==> config.mk <==
export PLATFORM = sky130hd
export DESIGN_NAME = multicycle_ctrl_fsm
export DESIGN_NICKNAME = d
export VERILOG_FILES = /design/src/rtl/multicycle_ctrl_fsm_pkg.sv /design/src/rtl/multicycle_ctrl_fsm_branch_eval.sv /design/src/rtl/multicycle_ctrl_fsm.sv
export SDC_FILE = /design/constraint.sdc
export NUM_CORES = 1
export LEC_CHECK = 0
export ABC_AREA = 1
export CORE_UTILIZATION = 40
export DETAILED_ROUTE_END_ITERATION = 10
export PLACE_DENSITY = 0.8
export SLEW_MARGIN = 15
export SYNTH_ARGS = -nofsm -noshare
export SYNTH_HDL_FRONTEND = slang
export SYNTH_SLANG_ARGS = --single-unit
==> constraint.sdc <==
create_clock -name clk_i -period 3.7 [get_ports clk_i]
set_clock_uncertainty 0.05 [all_clocks]
set_input_delay 0.74 -clock clk_i [delete_from_list [all_inputs] [get_ports clk_i]]
set_output_delay 0.74 -clock clk_i [all_outputs]
set_load 0.005 [all_outputs]
==> src/rtl/multicycle_ctrl_fsm_pkg.sv <==
// multicycle_ctrl_fsm_pkg: opcode, ALUOp, mux-select and state encodings for the multi-cycle control unit
package multicycle_ctrl_fsm_pkg;
    localparam logic [6:0] OPC_RTYPE  = 7'b0110011;
    localparam logic [6:0] OPC_ITYPE  = 7'b0010011;
    localparam logic [6:0] OPC_LOAD   = 7'b0000011;
    localparam logic [6:0] OPC_STORE  = 7'b0100011;
    localparam logic [6:0] OPC_BRANCH = 7'b1100011;
    localparam logic [6:0] OPC_LUI    = 7'b0110111;
    localparam logic [1:0] ALUOP_ADD   = 2'b00;
    localparam logic [1:0] ALUOP_SUB   = 2'b01;
    localparam logic [1:0] ALUOP_FUNCT = 2'b10;
    localparam logic [1:0] ALUOP_PASS  = 2'b11;
    localparam logic [1:0] SRC_A_PC    = 2'b00;
    localparam logic [1:0] SRC_A_REG   = 2'b01;
    localparam logic [1:0] SRC_A_OLDPC = 2'b10;
    localparam logic [1:0] SRC_B_REG   = 2'b00;
    localparam logic [1:0] SRC_B_FOUR  = 2'b01;
    localparam logic [1:0] SRC_B_IMM   = 2'b10;
    localparam logic [2:0] F3_BEQ      = 3'b000;
    localparam logic [2:0] F3_BNE      = 3'b001;
    localparam logic [2:0] F3_SRA      = 3'b101;
    typedef enum logic [3:0] {
        ST_RESET = 4'd0, ST_FETCH, ST_DECODE, ST_EXEC_R, ST_EXEC_I, ST_WB_ALU, ST_ADDR,
        ST_MEM_RD, ST_WB_MEM, ST_MEM_WR, ST_BRANCH, ST_LUI, ST_TRAP
    } state_t;
    function automatic state_t dispatch(logic [6:0] opc);
        case (opc)
            OPC_RTYPE:           return ST_EXEC_R;
            OPC_ITYPE:           return ST_EXEC_I;
            OPC_LOAD, OPC_STORE: return ST_ADDR;
            OPC_BRANCH:          return ST_BRANCH;
            OPC_LUI:             return ST_LUI;
            default:             return ST_TRAP;
        endcase
    endfunction
endpackage

==> src/rtl/multicycle_ctrl_fsm_branch_eval.sv <==
// ctrl_branch_eval: branch-taken and illegal-funct3 decode from funct3 and the ALU zero flag
module ctrl_branch_eval
    import multicycle_ctrl_fsm_pkg::*;
(
    input  logic [2:0] funct3_i,
    input  logic       zero_i,
    output logic       take_o,
    output logic       illegal_o
);
    always_comb begin
        take_o    = (funct3_i == F3_BEQ) ? zero_i : (funct3_i == F3_BNE) ? !zero_i : 1'b0;
        illegal_o = funct3_i[2:1] != 2'b00;
    end
endmodule

==> src/rtl/multicycle_ctrl_fsm.sv <==
// multicycle_ctrl_fsm: main control FSM of the multi-cycle RV32 core with memory stall and timeout trap
module multicycle_ctrl_fsm
    import multicycle_ctrl_fsm_pkg::*;
#(
    parameter int MEM_TIMEOUT = 16
) (
    input  logic       clk_i,
    input  logic       rst_i,
    input  logic [6:0] opcode_i,
    input  logic [2:0] funct3_i,
    input  logic       zero_i,
    input  logic       mem_ready_i,
    output logic       mem_read_o,
    output logic       mem_write_o,
    output logic       iord_o,
    output logic       ir_write_o,
    output logic       pc_write_o,
    output logic       pc_src_o,
    output logic       reg_write_o,
    output logic       mem_to_reg_o,
    output logic [1:0] alu_src_a_o,
    output logic [1:0] alu_src_b_o,
    output logic [1:0] alu_op_o,
    output logic       alu_f7_en_o,
    output logic       trap_o,
    output logic [3:0] state_o
);
    localparam int CW = (MEM_TIMEOUT > 0) ? $clog2(MEM_TIMEOUT + 1) : 1;
    state_t        state, state_nx;
    logic [CW-1:0] wait_cnt;
    logic          waiting, timed_out, br_take, br_illegal;
    ctrl_branch_eval u_branch_eval (
        .funct3_i  (funct3_i),
        .zero_i    (zero_i),
        .take_o    (br_take),
        .illegal_o (br_illegal)
    );
    assign waiting   = state inside {ST_FETCH, ST_MEM_RD, ST_MEM_WR};
    // ready in the same cycle as the limit still completes normally
    assign timed_out = (MEM_TIMEOUT != 0) && waiting && !mem_ready_i && (wait_cnt == CW'(MEM_TIMEOUT));
    assign state_o   = state;
    always_ff @(posedge clk_i) begin
        if (rst_i) begin
            state    <= ST_RESET;
            wait_cnt <= '0;
        end else begin
            state    <= state_nx;
            wait_cnt <= (state_nx != state || mem_ready_i || !waiting) ? '0 : wait_cnt + CW'(1);
        end
    end
    always_comb begin
        state_nx     = state;
        mem_read_o   = 1'b0;
        mem_write_o  = 1'b0;
        iord_o       = 1'b0;
        ir_write_o   = 1'b0;
        pc_write_o   = 1'b0;
        pc_src_o     = 1'b0;
        reg_write_o  = 1'b0;
        mem_to_reg_o = 1'b0;
        alu_src_a_o  = SRC_A_PC;
        alu_src_b_o  = SRC_B_REG;
        alu_op_o     = ALUOP_ADD;
        alu_f7_en_o  = 1'b0;
        trap_o       = 1'b0;
        case (state)
            ST_RESET: state_nx = ST_FETCH;
            ST_FETCH: begin
                mem_read_o  = 1'b1;
                alu_src_b_o = SRC_B_FOUR;
                ir_write_o  = mem_ready_i;
                pc_write_o  = mem_ready_i;
                state_nx    = mem_ready_i ? ST_DECODE : timed_out ? ST_TRAP : ST_FETCH;
            end
            ST_DECODE: begin
                alu_src_a_o = SRC_A_OLDPC;
                alu_src_b_o = SRC_B_IMM;
                state_nx    = dispatch(opcode_i);
            end
            ST_EXEC_R: begin
                alu_src_a_o = SRC_A_REG;
                alu_op_o    = ALUOP_FUNCT;
                alu_f7_en_o = 1'b1;
                state_nx    = ST_WB_ALU;
            end
            ST_EXEC_I: begin
                alu_src_a_o = SRC_A_REG;
                alu_src_b_o = SRC_B_IMM;
                alu_op_o    = ALUOP_FUNCT;
                alu_f7_en_o = funct3_i == F3_SRA;
                state_nx    = ST_WB_ALU;
            end
            ST_WB_ALU: begin
                reg_write_o = 1'b1;
                state_nx    = ST_FETCH;
            end
            ST_ADDR: begin
                alu_src_a_o = SRC_A_REG;
                alu_src_b_o = SRC_B_IMM;
                state_nx    = (opcode_i == OPC_LOAD) ? ST_MEM_RD : ST_MEM_WR;
            end
            ST_MEM_RD: begin
                mem_read_o = 1'b1;
                iord_o     = 1'b1;
                state_nx   = mem_ready_i ? ST_WB_MEM : timed_out ? ST_TRAP : ST_MEM_RD;
            end
            ST_WB_MEM: begin
                reg_write_o  = 1'b1;
                mem_to_reg_o = 1'b1;
                state_nx     = ST_FETCH;
            end
            ST_MEM_WR: begin
                mem_write_o = 1'b1;
                iord_o      = 1'b1;
                state_nx    = mem_ready_i ? ST_FETCH : timed_out ? ST_TRAP : ST_MEM_WR;
            end
            ST_BRANCH: begin
                alu_src_a_o = SRC_A_REG;
                alu_op_o    = ALUOP_SUB;
                pc_src_o    = 1'b1;
                pc_write_o  = br_take && !br_illegal;
                state_nx    = br_illegal ? ST_TRAP : ST_FETCH;
            end
            ST_LUI: begin
                alu_src_b_o = SRC_B_IMM;
                alu_op_o    = ALUOP_PASS;
                reg_write_o = 1'b1;
                state_nx    = ST_FETCH;
            end
            ST_TRAP: trap_o = 1'b1;
            default: state_nx = ST_TRAP;
        endcase
    end
endmodule

Word level (Yosys, flattened, before mapping)
Index checks and enable logic that the tools add are counted.
- bits of input ports: 14
- flip-flop bits (word level): 9
- output and inout bits: 20
- word-level logic and storage cells: 72
- equality and inequality tests: 22
- reductions and logical operators: 22
- add/sub/neg operators: 1
- muxes and demuxes: 25
- operators by type and width (cell ; number):
    one-hot mux 4 bit (9 select lines) ; 1
    two-way mux 4 bit ; 7
    == test 7 x 6 -> 1 bit, second input constant ; 3
    == test 4 bit, second input constant ; 5
    one-hot mux 4 bit (5 select lines) ; 1
    == test 4 x 3 -> 1 bit, second input constant ; 4
    OR reduction 4 bit ; 3
    two-way mux 1 bit ; 10
    OR reduction 2 bit ; 5
    == test 4 x 2 -> 1 bit, second input constant ; 2
    one-hot mux 2 bit (2 select lines) ; 2
    == test 7 x 2 -> 1 bit, second input constant ; 1
    == test 7 x 5 -> 1 bit, second input constant ; 1
    == test 7 bit, second input constant ; 1
    one-hot mux 2 bit (3 select lines) ; 1
    adder 5 x 1 -> 5 bit, second input constant ; 1
    == test 5 bit, second input constant ; 1
    == test 4 x 1 -> 1 bit, second input constant ; 1
    zero test 1 bit ; 4
    zero test 4 bit ; 1
    inequality test 4 bit ; 1
    one-hot mux 1 bit (2 select lines) ; 2
    == test 3 x 1 -> 1 bit, second input constant ; 1
    == test 3 bit, second input constant ; 1
    other kinds (7) ; 10

Depth between registers and ports, before layout
- word-level depth: 11
- depth in mapped cells: 11

Modules after synthesis
Synthesis repeated with hierarchy kept, for this count alone.
- cell total of the unflattened synthesis: 163
- area total of the unflattened synthesis: 900.9 um^2
- modules (own cells, without submodules) (module ; area each (um^2) ; instances ; seq. area each (um^2) ; cells each):
    multicycle_ctrl_fsm ; 867.1 ; 1 ; 180.2 ; 156
    ctrl_branch_eval ; 33.8 ; 1 ; 0.0 ; 7

Worst setup path before layout
Ideal clock, no wire load.
- kind: in2out
- start point: input port funct3_i[1]
- end point: output port alu_f7_en_o
- buffers on the path: 0
- slack: 1.841 ns
- stages on the path: 3
- arrival time: 1.069 ns
- cells stage by stage: inv_1 > nand3_1 > o21ai_0
- longest elaborated chain between the ends: 2
- RTL lines (item ; RTL line ; source):
    start, declared ; multicycle_ctrl_fsm.sv:10 ; input logic [2:0] funct3_i,
    == test 3 bit ; multicycle_ctrl_fsm.sv:90 ; alu_f7_en_o = funct3_i == F3_SRA;
    one-hot mux 1 bit (2 select lines) ; multicycle_ctrl_fsm.sv:66 ; case (state)
    end, declared ; multicycle_ctrl_fsm.sv:24 ; output logic alu_f7_en_o,
No other way between the ends.

Worst setup path after layout
- start point: input port mem_ready_i
- end point: output port pc_write_o
- longest elaborated chain between the ends: 1
- RTL lines (item ; RTL line ; source):
    start, declared ; multicycle_ctrl_fsm.sv:12 ; input logic mem_ready_i,
    one-hot mux 1 bit (2 select lines) ; multicycle_ctrl_fsm.sv:66 ;
    end, declared ; multicycle_ctrl_fsm.sv:17 ; output logic pc_write_o,
No other way between the ends.

==> key figures <==
Synthesis
  • Most instantiated library cell after synthesis: nand2_1
  • Register area share after synthesis: 0.2105
  • Synth Instances: 145
  • Syn Nets: 161
  • Ys async rst share: 0
  • Largest cells by area after synthesis: dfxtp_1 21%, nand2_1 14%, inv_1 9.2%
  • Flops & latches, synth: 9
  • Synth cell count leaders: 33 x nand2_1, 21 x inv_1, 21 x nor2_1
  • Post-synth EDFFs: 0
  • Synth Area in Adders: 0.02924
  • Post-synthesis compound-gate area fraction: 0.08480
  • XOR/XNOR Fraction of Synth Area: 0.04094
  • Top-area cell type share of the netlist area: 0.2105
  • Synth area leader: dfxtp_1
  • Largest family of logic cells by synthesized area: simple AND/OR/NAND/NOR gates
  • Distinct cells, synth: 25
  • Predominant post-synthesis flop cell: dfxtp_1
  • Mapped cell area: 855.8 um^2
  • Syn_area_per_cell: 5.902 um^2
  • Post-synthesis mux area share: 0
  • Yosys warning count: 0
  • Area share of and/or/nand/nor cells after synthesis: 0.5205

Floorplanning
  • I/O pin count: 34
  • Die area: 2329 um^2
  • Core Region: 1982 um^2
  • Die extent in y: 48.26 um
  • Initial core utilization: 0.4318
  • Cell Rows: 16
  • Die W: 48.26 um

STA
  • Fin crit share: 0.7733
  • Post-layout min period: 2.861 ns
  • Max frequency: 349.5 MHz
  • Worst slew margin: 0.7702
  • Post-route setup TNS: 0 ns
  • RSZ-0062 raised after global routing: no
  • Final hold vios: 0
  • Final setup violation count: 0
  • Max Slew Vio Count: 0
  • Worst-Margin Slew: 0.3421 ns

Layout
  • Layout cells sized above 1: 0.1429
  • Post-route design area: 1246 um^2
  • Area grow syn2layout: 45.61%
  • # diodes: 0
  • Final nets: 199

Clocking
  • Post-CTS setup buffers: 0
  • Clk_lat worst skew: 0.26 ns
  • CTS tree: built
  • CTS clk-pin slew, worst paths: 0.05 ns
  • CTS resizes: 0
  • Hold_buf cts: 0
  • TritonCTS Buffers: 3
  • Htree depth: 1
  • CTS max path bufs: 2
  • Clock root cell: clkbuf_4
  • Clock sinks: 9

Routing
  • Drt first pass iters: 4
  • Vias/cell: 4.866
  • Final routed DRC violation total: 0
  • Post-Route WL: 2.180 mm
  • Vias: 1017
  • DR iter-0 viols: 20
  • Remaining antenna violation count: 0
  • Average wire per standard cell: 10.43 um

Placed design
  • Routability cong.: 0.8878
  • Buffers on Ports: 33
  • Post-DP Area: 1220 um^2
  • Detailed Place HPWL: 1.813 mm

Critical path
  • Crit-path max FO: 8
  • Arrival time at the worst endpoint: 2.07 ns
  • CP startpoint kind: primary input
  • Max incr delay on CP: 0.51 ns
  • WP buf/inv: 3
  • Worst r2r path cells: 9
  • CP Depth: 4
  • CP max-delay cell: clkdlybuf4s50_1
  • Crit-path leading delay family: buffers and inverters
  • Critical setup path kind: primary input to primary output
  • CP cell instances: clkdlybuf4s50_1, inv_1, o22ai_1, clkdlybuf4s50_1
  • CP Capture Type: primary output
  • CP most frequent cell: clkdlybuf4s50_1
  • Critical Path RT: 2.91 ns

Global route
  • Grt ovf: 0
  • GRT Overall Usage: 0.1980
  • Largest net degree at the start of global routing: 9
  • Vias in the first global route: 819
  • Initial antenna violation count: 0
  • First-pass GRT wire length: 3.298 mm

Min path
  • HP Class: flip-flop to flip-flop
  • Hold Path Depth: 1

Power
  • Power per Cell Area: 273.6 nW/um^2
  • Lkg Pwr: 0.0006020 uW
  • Worst VDD drop: 0.2350 mV

Job
  • Max_cap viols: 0

Status
  • Status: finished clean
## through the flow
stage / instances / hold WS (ns) / setup slack, ns / util / power, uW
5_1_grt: 209 / 0.4312 / 0.7518 / 0.6288 / 365.9
4_1_cts: 209 / 0.4169 / 0.8417 / 0.6288 / 346.0
3_3_place_gp: 205 / 0.3930 / 0.8691 / 0.6155 / 264.3
2_1_floorplan: 145 / 0.3796 / 1.841 / - / 195.2
6_report: 209 / 0.4143 / 0.8390 / 0.6288 / 341.0
3_5_place_dp: 205 / 0.4032 / 0.8452 / 0.6155 / 268.0
## per-layer routing
layer / vias to the layer above / part of all wire / track usage
li1: 526 / - / -
met1: 451 / 0.45 / 0.2366
met2: 38 / 0.48 / 0.3707
met3: 2 / 0.060 / 0.01852
met4: 0 / 0.013 / 0.05556
met5: - / 0 / 0
## where the power goes
| part | switching (uW) | internal (uW) |
|---|---|---|
| clock | 33.2 | 41.5 |
| combinational | 76.4 | 75.9 |
| sequential | 10.8 | 103 |
## path summary, 6_finish.rpt
check	start	slack (ns)	to
worst min-delay path	wait_cnt[0]	0.41	wait_cnt[0]
worst min register to register	wait_cnt[0]	0.41	wait_cnt[0]
worst max-delay path	mem_ready_i	0.84	pc_write_o
worst max register to register	state_o[0]	2.18	wait_cnt[0]
## layout make-up
class,count,area [um^2]
Clock buffer,4,26.28
Sequential cell,9,180.2
Inverter,26,97.59
Tap cell,27,33.78
Multi-Input combinational cell,110,578.1
Fill cell,187,735.7
Timing Repair Buffer,33,330.3
## cell families (layout without fill, tap and decap cells)
group / Yosys count / after routing
AND/OR/NAND/NOR: 91 / 91
buffers and inverters: 26 / 63
AO/OA/AOI/OAI: 13 / 13
flip-flops: 9 / 9
XOR/XNOR: 4 / 4
adder cells (fa/ha/maj): 2 / 2
## worst reg2reg max path, cell delays in order, from the launching register on
cell and delay, ns:
dfxtp_1 0.44, inv_2 0.10, nor2_4 0.13, nand2_2 0.11
nand3_1 0.15, nand3_2 0.10, nand2_2 0.09, nand3_2 0.07
nand2_2 0.12, nor2_1 0.05
## registers in the layout, indices dropped and copies added (netlist names)
register,cells
state_o,4
wait_cnt,5
## cells in the final DEF (no fill, tap or decap)
cell type / Yosys / layout
clkbuf_4: 0 / 3
o211ai_1: 1 / 1
o21ai_1: 1 / 1
nand2_2: 9 / 9
dfxtp_1: 9 / 9
and3_1: 1 / 1
nand3_2: 3 / 3
nor2_1: 21 / 21
nand2_4: 1 / 1
xnor2_1: 2 / 2
xor2_1: 2 / 2
nand2_1: 33 / 33
nand4_1: 1 / 1
nor2_2: 3 / 3
clkdlybuf4s50_1: 0 / 33
inv_2: 4 / 4
o22ai_1: 1 / 1
clkinv_1: 1 / 1
o21ai_0: 2 / 2
ha_1: 2 / 2
nor3_1: 4 / 4
clkbuf_1: 0 / 1
a31oi_1: 1 / 1
inv_1: 21 / 21
nor2_4: 3 / 3
o21bai_1: 1 / 1
a21oi_1: 6 / 6
nand3_1: 12 / 12
Note: power is estimated with default switching activity, not from simulation.
